### config.mk
export PLATFORM = sky130hd
export DESIGN_NAME = rr_arbiter_8
export DESIGN_NICKNAME = d
export VERILOG_FILES = /design/src/rtl/rr_arbiter_8.sv
export SDC_FILE = /design/constraint.sdc
export NUM_CORES = 1
export LEC_CHECK = 0
export CORE_MARGIN = 1
export CORE_UTILIZATION = 50
export DETAILED_ROUTE_END_ITERATION = 8
export PLACE_DENSITY = 0.77
export SLEW_MARGIN = 25
export SYNTH_ARGS = -nofsm -noshare
export SYNTH_HDL_FRONTEND = slang
export SYNTH_SLANG_ARGS = --single-unit
### constraint.sdc
create_clock -name clk -period 3 [get_ports clk]
set_input_delay 0.6 -clock clk [delete_from_list [all_inputs] [get_ports clk]]
set_output_delay 0.6 -clock clk [all_outputs]
set_load 0.005 [all_outputs]
### src/rtl/rr_arbiter_8.sv
// Round-robin arbiter for 8 requesters with a registered one-hot grant held until the owner releases.
// Optional forced release after MAX_HOLD grant cycles when ARB_TIMEOUT_EN is defined.
module rr_arbiter_8 #(
  parameter int N        = 8,
  parameter int IDW      = 3,
  parameter int MAX_HOLD = 16
) (
  input  logic           clk,
  input  logic           rst,
  input  logic [N-1:0]   req,
  output logic [N-1:0]   gnt,
  output logic [IDW-1:0] grant_id,
  output logic           grant_valid,
  output logic           timeout
);

  typedef enum logic {
    IDLE  = 1'b0,
    GRANT = 1'b1
  } state_e;

  // The pointer arithmetic relies on natural 3-bit wrap, so the geometry is fixed.
  if (N != 8 || IDW != 3 || MAX_HOLD < 2 || MAX_HOLD > 255) begin : g_bad_cfg
    $error("rr_arbiter_8: unsupported parameter combination");
  end

  state_e         state_q, state_d;
  logic [N-1:0]   gnt_q, gnt_d;
  logic [IDW-1:0] grant_id_q, grant_id_d;
  logic           grant_valid_q, grant_valid_d;
  logic [IDW-1:0] ptr_q, ptr_d;

`ifdef ARB_TIMEOUT_EN
  localparam logic [7:0] HOLD_LAST = 8'(MAX_HOLD - 1);

  logic [7:0] hold_cnt_q, hold_cnt_d;
  logic       timeout_q, timeout_d;
`endif

  // Rotate so that bit 0 of req_rot is requester ptr; the lowest set bit then wins.
  logic [2*N-1:0] req_dbl;
  logic [2*N-1:0] req_shift;
  logic [N-1:0]   req_rot;
  logic [IDW-1:0] rot_off;
  logic [IDW-1:0] sel;
  logic           any_req;

  function automatic logic [IDW-1:0] lowest_set(input logic [N-1:0] v);
    lowest_set = '0;
    for (int i = N - 1; i >= 0; i--) begin
      if (v[i]) lowest_set = IDW'(i);
    end
  endfunction

  always_comb begin
    req_dbl   = {req, req};
    req_shift = req_dbl >> ptr_q;
    req_rot   = req_shift[N-1:0];
    rot_off   = lowest_set(req_rot);
    sel       = ptr_q + rot_off;
    any_req   = |req;
  end

  always_comb begin
    // NOTE: every signal gets a default before the case so no latch is inferred on unassigned paths.
    state_d       = state_q;
    gnt_d         = gnt_q;
    grant_id_d    = grant_id_q;
    grant_valid_d = grant_valid_q;
    ptr_d         = ptr_q;
`ifdef ARB_TIMEOUT_EN
    hold_cnt_d    = hold_cnt_q;
    timeout_d     = 1'b0;
`endif

    unique case (state_q)
      IDLE: begin
        if (any_req) begin
          state_d       = GRANT;
          gnt_d         = N'(1) << sel;
          grant_id_d    = sel;
          grant_valid_d = 1'b1;
`ifdef ARB_TIMEOUT_EN
          hold_cnt_d    = '0;
`endif
        end
      end

      GRANT: begin
        if (!req[grant_id_q]) begin
          state_d       = IDLE;
          gnt_d         = '0;
          grant_valid_d = 1'b0;
          ptr_d         = grant_id_q + 1'b1;
        end
`ifdef ARB_TIMEOUT_EN
        // Owner still requesting at the hold limit: take the grant away and flag it.
        else if (hold_cnt_q == HOLD_LAST) begin
          state_d       = IDLE;
          gnt_d         = '0;
          grant_valid_d = 1'b0;
          ptr_d         = grant_id_q + 1'b1;
          timeout_d     = 1'b1;
        end else begin
          hold_cnt_d    = hold_cnt_q + 8'd1;
        end
`endif
      end

      default: begin
        state_d       = IDLE;
        gnt_d         = '0;
        grant_valid_d = 1'b0;
      end
    endcase
  end

  // NOTE: sequential state uses non-blocking assignments so all flops update from pre-edge values.
  always_ff @(posedge clk or posedge rst) begin
    if (rst) begin
      state_q       <= IDLE;
      gnt_q         <= '0;
      grant_id_q    <= '0;
      grant_valid_q <= 1'b0;
      ptr_q         <= '0;
`ifdef ARB_TIMEOUT_EN
      hold_cnt_q    <= '0;
      timeout_q     <= 1'b0;
`endif
    end else begin
      state_q       <= state_d;
      gnt_q         <= gnt_d;
      grant_id_q    <= grant_id_d;
      grant_valid_q <= grant_valid_d;
      ptr_q         <= ptr_d;
`ifdef ARB_TIMEOUT_EN
      hold_cnt_q    <= hold_cnt_d;
      timeout_q     <= timeout_d;
`endif
    end
  end

  assign gnt         = gnt_q;
  assign grant_id    = grant_id_q;
  assign grant_valid = grant_valid_q;
`ifdef ARB_TIMEOUT_EN
  assign timeout     = timeout_q;
`else
  assign timeout     = 1'b0;
`endif

endmodule

Yosys cells after proc, flatten, opt, wreduce, memory -nomap -nowiden. Cells that the tools add are included.

Add/subtract/negate cells: 2. Multiply operators: 0. Div/mod/pow operators: 0. Order comparisons: 1. Equality and inequality tests: 2. Shifts and indexed selects: 2. Muxes and demuxes: 19. Bitwise operators: 2. Reductions and logical operators: 4.

Operators with widths (count): $mux W3 (8); $mux W8 (2); $pmux W8 S2 (1); $shr A16 B3 Y8 (1); $reduce_or A8 Y1 (1); $shl A1 B3 Y8 const A (1); $reduce_and A2 Y1 (3); $mux W1 (5); $lt A3 B4 Y1 const B (1); $ne A2 B2 Y1 const B (2); $pmux W1 S2 (2); $add A3 B1 Y3 const B (1); $add A3 B3 Y3 (1); $bmux W1 S3 (1); $not A1 Y1 (2).

Bits in registers: 16. Bits in latches: 0. Bits in writable memories: 0. Memory bits (read-only): 0. Input bits: 10. Output and inout port bits: 13. Logic and storage cells: 37. Memories: 0.

Logic depth before layout (Yosys ltp).
Word-level depth: 13. Depth in mapped cells: 15. Mapped depth without buffers: 12.

Least setup slack after synthesis. OpenSTA, ideal clock, no wires.

Kind: reg-to-reg. Start: register ptr_q[1]. End: register gnt_q[2], in the netlist gnt[2]. Setup time: 0.121 ns. Arrival: 2.562 ns. Required time: 2.879 ns. Slack: 0.317 ns. Cell stages (with the launch flop): 14. Path buffers: 3. Clock period less this slack: 2.683 ns. Path through: dfrtp_1 -> buf_2 -> buf_2 -> mux2i_1 -> a21oi_1 -> mux2i_1 -> o2111ai_1 -> a31oi_1 -> ha_1 -> inv_1 -> fa_1 -> buf_1 -> nor3_1 -> a22o_1.

Cells in the longest elaborated chain, start to end: 13.

Ends and longest elaborated chain: from (decl) (RTL line 31) `logic [IDW-1:0] ptr_q, ptr_d;`; from (signal assigned) (RTL line 135) `ptr_q <= ptr_d;`; $shr A16 B3 Y8 (RTL line 57) `req_shift = req_dbl >> ptr_q;`; $mux W3 (8 in a row) (RTL line 51) `if (v[i]) lowest_set = IDW'(i);`; $add A3 B3 Y3 * (RTL line 60) `sel = ptr_q + rot_off;`; $shl A1 B3 Y8 * (RTL line 80) `gnt_d = N'(1) << sel;`; $mux W8 * (RTL line 78) `if (any_req) begin`; $pmux W8 S2 * (RTL line 76) `unique case (state_q)`; to (signal assigned) (RTL line 132) `gnt_q <= gnt_d;`; to (decl) (RTL line 28) `logic [N-1:0] gnt_q, gnt_d;`.

Mark *: on every way between the ends. The rest lies on a longest branch, timed or not. The select of a mux whose other input is x is not followed. A chain may end at the register's enable or synchronous reset.

Worst setup path after layout.
Start: register ptr_q[1]. End: register gnt_q[0], in the netlist gnt[0].

The elaborated chain is that of the path after synthesis.

==> metrics.txt <==
final number of setup-violating endpoints 0; met2 wire length around 1.8 mm; Die Outline Area between 2000 and 3000 sq um; floorplan die width between 50 and 60 um; data arrival time of the worst path 3060 ps; final WL 3.70 mm; post-synthesis instance area about 1300 sq um; cell with the largest stage delay on the worst path sky130_fd_sc_hd__dfrtp_2; remaining antenna violation count after routing 0; Avg Cell Area, Syn 8.55 sq um; net total in the final layout between 200 and 250; Vias per Instance 5.97; share of Yosys cell area claimed by the top area cell type 0.314; highest metal layer with signal wires met4; async set or reset register ratio after synthesis 1.00; # clock sinks 16; total setup buffers inserted after CTS 0; unrepaired setup endpoints after global routing no; maximum net fanout on the critical path 9; maximum frequency from static timing analysis ~350 MHz; CTS tree done; flip-flop cell with the highest count after synthesis sky130_fd_sc_hd__dfrtp_1; number of distinct library cells after synthesis 44; capturing element type of the critical path flop; Yosys warning count 0; library cell occupying the most area in the post-synthesis netlist sky130_fd_sc_hd__dfrtp_1; average detailed-routed wire length per instance roughly 17 um; clock network fraction of total power 0.059; Max transition margin 0.594; run status finished clean; first-pass GRT wire length between 5 and 6 mm; sequential fraction of the synthesis area 0.314; overall track demand over capacity in global routing 0.272; clock insertion delay at the later pin of the skew report 280 ps; placeable core region around 2300 sq um; clock slew seen by the registers of the worst setup and hold paths ~90 ps; switching power share of the total 0.477; number of ports placed on the die boundary 23; share of total power in combinational logic 0.712; total congestion overflow after global routing 0; CTS Buffer Depth 2; endpoint required time on the critical path 3180 ps; series of cell instances along the critical path buf_6, mux2i_2, a21oi_1, mux2i_1, o2111ai_1, a31oi_1, ha_2, inv_1, fa_2, xnor2_2, buf_4, a32o_1; power per unit of standard cell area around 1100 nW/um^2; class of the most critical setup path flop to flop; largest cells by area after synthesis sky130_fd_sc_hd__dfrtp_1 (31%), sky130_fd_sc_hd__nand2_1 (7.1%), sky130_fd_sc_hd__mux4_2 (5.3%); std cell rows 17; count of flip-flops with a built-in enable after synthesis 0; number of cells in the design after placement between 200 and 250; routed vias roughly 1300; switching power total a little over 0.0009 W; part of the power in registers 0.229; non-filler cells in the finished layout around 220; number of design-rule violations left by the first detailed-router iteration 44; number of buffers inserted during clock tree synthesis 3; Mapped Cells about 150; H-tree level count 1; number of antenna violations at the first check in global routing 0; leak pwr around 0.84 nW; Tightest Pin Transition about 610 ps; worst hold path class flop to flop; stage delay of the slowest cell on the critical path between 400 and 500 ps; max-cap check violation count 0; Final GP Congestion 0.873; initial cell density of the core 0.554; HPWL after detailed placement approximately 2.8 mm; worst hold margin 498 ps; number of design rule violations left after detail routing 0; Max VDD drop 1.03 mV; most numerous cell in the Yosys netlist sky130_fd_sc_hd__nand2_1; Post-Syn Nets between 150 and 200; Int Pwr 0.000993 W; Die Span Y roughly 52 um; cell types with the highest counts after synthesis sky130_fd_sc_hd__nand2_1 (24), sky130_fd_sc_hd__dfrtp_1 (16), sky130_fd_sc_hd__a21oi_1 (13); register bit count reported by yosys 16; largest net degree at the start of global routing 17; number of global-route vias before repair 1262; met3 layer wire length in the routed design between 100 and 150 um; number of port buffers 21; proportion of layout cells with a drive suffix above 1 0.314; number of hold violations in the final report 0; Max Transition Viols Final 0; root buf cell sky130_fd_sc_hd__clkbuf_4; first-pass iteration count of the detailed router 4; sum of routed wire segments on met1 between 1.5 and 2 mm; layout-stage area growth over the synthesis result 41.5%; startpoint type of the worst setup path flop; post-route fraction of the period consumed by the critical path 0.961; worst clock skew ~5.7 ps; post-layout min period between 2000 and 3000 ps
-- per-stage QoR --
step	TNS [ps]	cell area (sq um)	total power, W	setup slack [ps]	utilization
6_report	0	1800	0.00190	116	0.784
5_1_grt	0	1800	0.00203	5.48	0.783
4_1_cts	-14.6	1720	0.00179	-14.6	0.749
3_5_place_dp	-3020	1690	0.00166	-358	0.737
3_3_place_gp	-1910	1690	0.00160	-247	0.737
2_1_floorplan	0	1270	0.00121	317	-
-- layer usage --
metal / vias to the layer above / track usage
met1: 650 / 0.367
li1: 632 / -
met3: 10 / 0.0406
met4: 0 / 0.0833
met5: - / 0
met2: 39 / 0.445
-- worst paths after layout --
path / from / end / slack [ps] / cells after the start
worst max-delay path: ptr_q[1] / gnt[0] / 120 / 12
worst min-delay path: gnt[7] / gnt[7] / 500 / 2
worst max register to register: ptr_q[1] / gnt[0] / 120 / 12
worst min register to register: gnt[7] / gnt[7] / 500 / 2
max in group asynchronous: rst / ptr_q[1] / 1880 / 2
min in group asynchronous: rst / grant_id[1] / 690 / 2
-- logic make-up (layout without fill, tap and decap cells) --
kind of cell / after synthesis / in the layout / share of synthesized area
DFF: 16 / 16 / 0.314
muxes: 10 / 10 / 0.110
xor gates and xnor gates: 2 / 2 / 0.0197
buffers and inverters: 17 / 62 / 0.0609
and+or+nand+nor: 55 / 55 / 0.213
AOI/OAI and AO/OA: 45 / 45 / 0.244
other: 1 / 2 / 0.00294
adders and majority gates: 3 / 3 / 0.0354
-- power by group through the flow --
stage	sequential [W]	clock (W)	combinational, W
CTS	0.000424	0.000109	0.00126
detailed placement	0.000425	0	0.00123
global placement	0.000419	0	0.00118
floorplan	0.000369	0	0.000845
global route	0.000450	0.000124	0.00146
finish	0.000435	0.000112	0.00135
-- registers in the layout, indices dropped and copies added, names as in the netlist --
signal	flops
grant_valid	1
grant_id	3
state_q	1
ptr_q	3
gnt	8
-- worst max-delay path: cells and delay by family, from the launching register on --
kind / cells / cell delay, ps
AOI/OAI and AO/OA: 4 / 740
adders and majority gates: 2 / 600
DFF: 1 / 460
muxes: 2 / 430
buffers and inverters: 3 / 410
xor gates and xnor gates: 1 / 140
-- layout make-up --
class	instances	area, sq um
fillers	148	495
repair buffers	50	452
multi-input cells	116	853
diodes	1	2.50
well taps	28	35.0
clock buffers	3	22.5
inverters	9	33.8
flip-flops and latches	16	403
-- cells in the final DEF, fill, tap and decap left out, drive strengths merged, types with 2 or more instances in the layout --
cell | synthesis | layout
buf | 5 | 29
nand2 | 24 | 24
dfrtp | 16 | 16
clkdlybuf4s50 | 0 | 13
a21oi | 13 | 13
nor2 | 11 | 11
inv | 9 | 9
o21ai | 9 | 9
dlymetal6s2s | 0 | 8
nor3 | 6 | 6
mux2i | 5 | 5
nand2b | 4 | 4
a31oi | 4 | 4
nand3 | 3 | 3
mux4 | 3 | 3
a22o | 3 | 3
clkbuf | 3 | 3
o22ai | 3 | 3
o31ai | 3 | 3
nor2b | 2 | 2
mux2 | 2 | 2
o2111ai | 2 | 2
ha | 2 | 2
-- timing repair --
action / 4_1_cts / 5_1_grt
resized for setup: 2 / 26
pin swaps: 0 / 4
hold buffers: 0 / 0
setup endpoints to repair: 7 / 10
Power figures use the tool's default switching activity.
